==> config.mk <==
export PLATFORM = sky130hd
export DESIGN_NAME = branch_resolve
export DESIGN_NICKNAME = d
export VERILOG_FILES = /design/src/rtl/branch_resolve.sv
export SDC_FILE = /design/constraint.sdc
export NUM_CORES = 1
export LEC_CHECK = 0
export ABC_AREA = 1
export CAP_MARGIN = 15
export CELL_PAD_IN_SITES_DETAIL_PLACEMENT = 0
export CELL_PAD_IN_SITES_GLOBAL_PLACEMENT = 1
export CORE_MARGIN = 3
export CORE_UTILIZATION = 31
export DETAILED_ROUTE_END_ITERATION = 6
export HOLD_SLACK_MARGIN = 0.15
export PLACE_DENSITY_LB_ADDON = 0.15
export SYNTH_ARGS = -nofsm -noshare
export SYNTH_HDL_FRONTEND = slang
export SYNTH_SLANG_ARGS = --single-unit
==> constraint.sdc <==
create_clock -name clk -period 3.6 [get_ports clk]
set_input_delay 0.36 -clock clk [delete_from_list [all_inputs] [get_ports clk]]
set_output_delay 0.36 -clock clk [all_outputs]
set_load 0.02 [all_outputs]
==> src/rtl/branch_resolve.sv <==
// rtl/branch_resolve.sv - branch resolution, predictor update bus and wrong-path shadow FSM
//
// Purpose: evaluates the EX0 branch once when it leaves the stage, compares the
// actual direction/target with the carried prediction, and reports one registered
// cycle of predictor update plus a front-end redirect on a mispredict. After a
// redirect, wrong-path instructions are ignored until the redirect target arrives.
//
// Ports:
//   clk, rstn                    clock, synchronous active-low reset
//   ex_valid, ex_stall           EX0 holds an instruction / instruction held this cycle
//   ex_pc, ex_btype, ex_cond_op  instruction PC, branch class, condition opcode
//   ex_src1, ex_src2, ex_offs    resolved operands and sign-extended byte offset
//   ex_pred_taken, ex_pred_pc    predictor output carried with the instruction
//   fact_pc, fact_tpc, fact_taken, predict_dir_fail, predict_add_fail
//                                predictor update bus (one-cycle pulse per evaluation)
//   redirect_valid, redirect_pc  front-end flush request
//   br_cnt, miss_cnt             branch and redirect statistics (wrap at 2^32)
module branch_resolve (
  input  logic        clk,
  input  logic        rstn,
  input  logic        ex_valid,
  input  logic        ex_stall,
  input  logic [31:0] ex_pc,
  input  logic [1:0]  ex_btype,
  input  logic [3:0]  ex_cond_op,
  input  logic [31:0] ex_src1,
  input  logic [31:0] ex_src2,
  input  logic [31:0] ex_offs,
  input  logic [1:0]  ex_pred_taken,
  input  logic [31:0] ex_pred_pc,
  output logic [31:0] fact_pc,
  output logic [31:0] fact_tpc,
  output logic        fact_taken,
  output logic        predict_dir_fail,
  output logic        predict_add_fail,
  output logic        redirect_valid,
  output logic [31:0] redirect_pc,
  output logic [31:0] br_cnt,
  output logic [31:0] miss_cnt
);

  typedef enum logic {RUN, SHADOW} state_t;

  state_t      state_q, state_d;
  logic [31:0] target_q, target_d;

  logic        accept;
  logic        cond_taken;
  logic        actual_taken;
  logic [31:0] actual_tpc;
  logic        pred_t;
  logic        dir_fail;
  logic        add_fail;
  logic        mispredict;
  logic [31:0] fix_pc;

  always_comb begin
    cond_taken   = 1'b0;
    actual_taken = 1'b0;
    actual_tpc   = 32'd0;
    pred_t       = 1'b0;
    dir_fail     = 1'b0;
    add_fail     = 1'b0;
    mispredict   = 1'b0;
    fix_pc       = 32'd0;
    accept       = 1'b0;
    state_d      = state_q;
    target_d     = target_q;

    case (ex_cond_op)
      4'd0:    cond_taken = (ex_src1 == ex_src2);
      4'd1:    cond_taken = (ex_src1 != ex_src2);
      4'd2:    cond_taken = ($signed(ex_src1) <  $signed(ex_src2));
      4'd3:    cond_taken = ($signed(ex_src1) >= $signed(ex_src2));
      4'd4:    cond_taken = (ex_src1 <  ex_src2);
      4'd5:    cond_taken = (ex_src1 >= ex_src2);
      4'd6,
      4'd7,
      4'd8:    cond_taken = 1'b1;
      default: cond_taken = 1'b0;
    endcase

    // A non-branch never takes, whatever opcode field it happens to carry.
    actual_taken = (ex_btype != 2'b00) && cond_taken;
    actual_tpc   = (ex_cond_op == 4'd8) ? (ex_src1 + ex_offs) : (ex_pc + ex_offs);
    pred_t       = (ex_pred_taken != 2'b00);
    dir_fail     = (pred_t != actual_taken);
    add_fail     = pred_t && actual_taken && (ex_pred_pc != actual_tpc);
    mispredict   = dir_fail || add_fail;
    fix_pc       = actual_taken ? actual_tpc : (ex_pc + 32'd4);

    // In SHADOW only the redirect target itself may leave EX0 as a real instruction.
    accept = ex_valid && !ex_stall && ((state_q == RUN) || (ex_pc == target_q));

    if (accept) begin
      if (mispredict) begin
        state_d  = SHADOW;
        target_d = fix_pc;
      end else begin
        state_d  = RUN;
      end
    end
  end

  always_ff @(posedge clk) begin
    if (!rstn) begin
      state_q          <= RUN;
      target_q         <= 32'd0;
      fact_pc          <= 32'd0;
      fact_tpc         <= 32'd0;
      fact_taken       <= 1'b0;
      predict_dir_fail <= 1'b0;
      predict_add_fail <= 1'b0;
      redirect_valid   <= 1'b0;
      redirect_pc      <= 32'd0;
      br_cnt           <= 32'd0;
      miss_cnt         <= 32'd0;
    end else begin
      state_q          <= state_d;
      target_q         <= target_d;
      fact_taken       <= accept && actual_taken;
      predict_dir_fail <= accept && dir_fail;
      predict_add_fail <= accept && add_fail;
      redirect_valid   <= accept && mispredict;
      if (accept) begin
        fact_pc  <= ex_pc;
        fact_tpc <= actual_tpc;
        if (ex_btype != 2'b00) br_cnt <= br_cnt + 32'd1;
      end
      if (accept && mispredict) begin
        redirect_pc <= fix_pc;
        miss_cnt    <= miss_cnt + 32'd1;
      end
    end
  end

endmodule

==> qor.yml <==
run_status: "finished clean"
drt-wirelength-per-cell_um: 18.3
post_synthesis_register_bit_count: 165
vdd_drop_max_mv: 0.223
crit_arrival_ns: 3.89
synth_nets: 2505
synth.cell_area_um2: 13500
global_route.overflow_total: 0
chipHeight_um: 215
swShare: 0.369
crit_type: "in2reg"
average_via_count_per_standard_cell: 4.80
number_of_enable_flip_flop_cells_after_synthesis: 0
timing.hold.worst.class: "in2reg"
hold_path.startpoint: "rstn"
detail_route.drc_violations: 0
floorplan.initialDensity: 0.318
critical-path-slowest-cell: "sky130_fd_sc_hd__ha_1"
fp.dieW_um: 215
postSynthCellCount: 2262
max_cap_viol: 0
r2r_end: "miss_cnt[28]$_SDFFE_PN0P_"
report.final.slew_viol_count: 0
postSynth.topFlopCell: "sky130_fd_sc_hd__dfxtp_1"
global_route.usage.total: 0.258
grt_first_pass_wirelength_um: 91100
num_io_pins: 336
critical_path_peak_fanout: 8
crit_path_frequent_cell: "sky130_fd_sc_hd__nand2_1"
achievable-frequency_mhz: 286
clock_group_share_of_total_power: 0.289
place.detailed.hpwl_um: 49600
p_int_mw: 4.45
min_path_cells: 3
cts_hold_buf: 0
share_comb_of_total_power: 0.414
cp_data_required_time_ns: 3.99
yosys_warnings: 0
grt_max_degree: 80
tritoncts: "yes"
async_reset_ff_frac: 0
die_area_um2: 46100
final-instance-count-excl-fill: 3419
final.setup_skew_ns: 0.0126
timing.rr.start: "miss_cnt[0]$_SDFFE_PN0P_"
clock_sinks: 165
final_nets: 3071
power.density_nw_per_um2: 333
htreeDepth: 4
std_cell_rows: 75
whs_ns: 0.344
seq_area_frac_synth: 0.245
route.final.wire_length_um: 62500
timing.final.hold_violations: 0
clock_transition_at_path_regs_ns: 0.07
report.final.setup_viol: 0
total_leakage_power_nw: 10.2
io_buffer_count: 335
yosys.cell_types.count: 35
drtIter0Drc: 1062
min_period_ns: 3.50
core_area_um2: 42500
globalplace.congestion: 0.933
endpoint_of_the_worst_hold_timing_path: "br_cnt[10]$_SDFFE_PN0P_"
post-place-cells: 3349
total_net_switching_power_mw: 2.60
tightestPinTransition_ns: 0.863
detail_route.first_pass.iterations: 5
clock-root-buffer: "sky130_fd_sc_hd__clkbuf_16"
detailroute.via_count: 16400
reg2reg_setup_slack_ns: 0.84
power_consumption_mw: 7.05
cts_made_buffers: 17
finalCritPeriodShare: 0.971
seq_power_share: 0.297
area.growth.synth_to_final_pct: 56.7
antenna_found_initial: 2
clkLatencyLatePin_ns: 0.50
worst_r2r_path_depth: 13
antenna_violating_nets_post_route: 0
start_kind: "primary input"
cp-end-kind: "flip-flop"
drive_gt1_frac: 0.176
critPathMaxStageDelay_ns: 0.37
setup_tns_ns: 0
worst_slew_margin_rel: 0.424
rsz0062_at_grt: "true"
synth.avg_cell_area_um2: 5.97
grt_pass1_vias: 15700
cts_buffer_depth: 2
## flip-flops by register name, summed over array words and instances (netlist names), 32 cells and up
| register | flops |
|---|---|
| miss_cnt | 32 |
| fact_pc | 32 |
| redirect_pc | 32 |
| fact_tpc | 32 |
| br_cnt | 32 |
## power groups by stage
| stage | sequential [mW] | combinational (mW) | clock (mW) |
|---|---|---|---|
| finish | 2.10 | 2.92 | 2.04 |
| global route | 2.12 | 3.17 | 2.15 |
| CTS | 2.10 | 2.77 | 2.10 |
| detailed placement | 2.14 | 2.70 | 0 |
| global placement | 2.13 | 2.68 | 0 |
| floorplan | 2.27 | 1.17 | 0 |
## layer usage
metal	vias to the layer above	GRT usage	part of all wire
met5	-	0	0
met3	69	0.0555	0.058
met1	7534	0.305	0.42
li1	8339	-	-
met4	0	0.0754	0.025
met2	473	0.468	0.50
## kinds of logic after synthesis
family / Yosys count / share of synthesized area
AOI/OAI and AO/OA: 281 / 0.107
xor gates and xnor gates: 117 / 0.0792
adders and majority gates: 71 / 0.0663
buffers and inverters: 414 / 0.122
DFF: 165 / 0.245
and+or+nand+nor: 1214 / 0.381
## layout make-up
type / instances / area (um^2)
clock inverters: 11 / 149
flip-flops and latches: 165 / 3300
inverters: 332 / 1250
repair buffers: 627 / 5970
well taps: 577 / 722
fillers: 4415 / 21300
multi-input cells: 1685 / 9300
clock buffers: 20 / 467
diodes: 2 / 5.00
## cell usage after synthesis (4+ instances only)
master / n / area (um^2)
sky130_fd_sc_hd__a21oi_1: 163 / 816
sky130_fd_sc_hd__a31oi_1: 16 / 100
sky130_fd_sc_hd__and2_1: 4 / 25.0
sky130_fd_sc_hd__buf_1: 14 / 52.6
sky130_fd_sc_hd__buf_2: 7 / 35.0
sky130_fd_sc_hd__buf_6: 8 / 90.1
sky130_fd_sc_hd__clkbuf_1: 51 / 191
sky130_fd_sc_hd__dfxtp_1: 165 / 3300
sky130_fd_sc_hd__ha_1: 70 / 876
sky130_fd_sc_hd__inv_1: 323 / 1210
sky130_fd_sc_hd__inv_2: 9 / 33.8
sky130_fd_sc_hd__nand2_1: 669 / 2510
sky130_fd_sc_hd__nand2_2: 4 / 25.0
sky130_fd_sc_hd__nand3_1: 196 / 981
sky130_fd_sc_hd__nand3b_1: 23 / 173
sky130_fd_sc_hd__nand4_1: 32 / 200
sky130_fd_sc_hd__nor2_1: 213 / 800
sky130_fd_sc_hd__nor3_1: 45 / 225
sky130_fd_sc_hd__nor3_2: 6 / 60.1
sky130_fd_sc_hd__nor4_1: 16 / 100
sky130_fd_sc_hd__o21ai_0: 94 / 470
sky130_fd_sc_hd__xnor2_1: 37 / 324
sky130_fd_sc_hd__xor2_1: 77 / 674
## metrics by stage
step | setup slack [ns] | utilization | area, um^2
after floorplan | 0.175 | - | 13500
after CTS | -0.216 | 0.477 | 20300
final | 0.104 | 0.498 | 21200
after global routing | -0.0993 | 0.498 | 21200
after global placement | -1.18 | 0.452 | 19200
after detailed placement | -1.12 | 0.452 | 19200
## worst max-delay path: cells and delay by family
kind,cells,cell delay [ns]
AO/OA/AOI/OAI,1,0.17
adder cells (fa/ha/maj),1,0.37
AND/OR/NAND/NOR,16,1.83
buffers and inverters,8,1.14
## placed cells by master, fill, tap and decap left out, types with 74 or more instances in the layout
| master | n |
|---|---|
| sky130_fd_sc_hd__nand2_1 | 632 |
| sky130_fd_sc_hd__clkdlybuf4s50_1 | 326 |
| sky130_fd_sc_hd__inv_1 | 316 |
| sky130_fd_sc_hd__buf_4 | 260 |
| sky130_fd_sc_hd__nor2_1 | 183 |
| sky130_fd_sc_hd__dfxtp_1 | 165 |
| sky130_fd_sc_hd__nand3_1 | 163 |
| sky130_fd_sc_hd__a21oi_1 | 151 |
| sky130_fd_sc_hd__xor2_1 | 77 |
| sky130_fd_sc_hd__o21ai_0 | 74 |
## worst max path at each step
stage                  start                            to  slack [ns]
5_1_grt        ex_cond_op[1]  redirect_pc[14]$_SDFFE_PN0P_        -0.1
6_report       ex_cond_op[3]  redirect_pc[24]$_SDFFE_PN0P_        0.10
3_3_place_gp   ex_cond_op[0]     miss_cnt[16]$_SDFFE_PN0P_       -1.18
4_1_cts        ex_cond_op[1]     miss_cnt[10]$_SDFFE_PN0P_       -0.22
3_5_place_dp   ex_cond_op[0]     miss_cnt[10]$_SDFFE_PN0P_       -1.12
2_1_floorplan    ex_src2[31]  redirect_pc[24]$_SDFFE_PN0P_        0.17
## timing repair
item / 4_1_cts / 5_1_grt
pin swaps: 20 / 47
buffers inserted: 9 / 14
endpoints found under the setup margin: 67 / 67
cloned: 6 / 9
gates resized for setup: 60 / 160
Power figures use the tool's default switching activity.
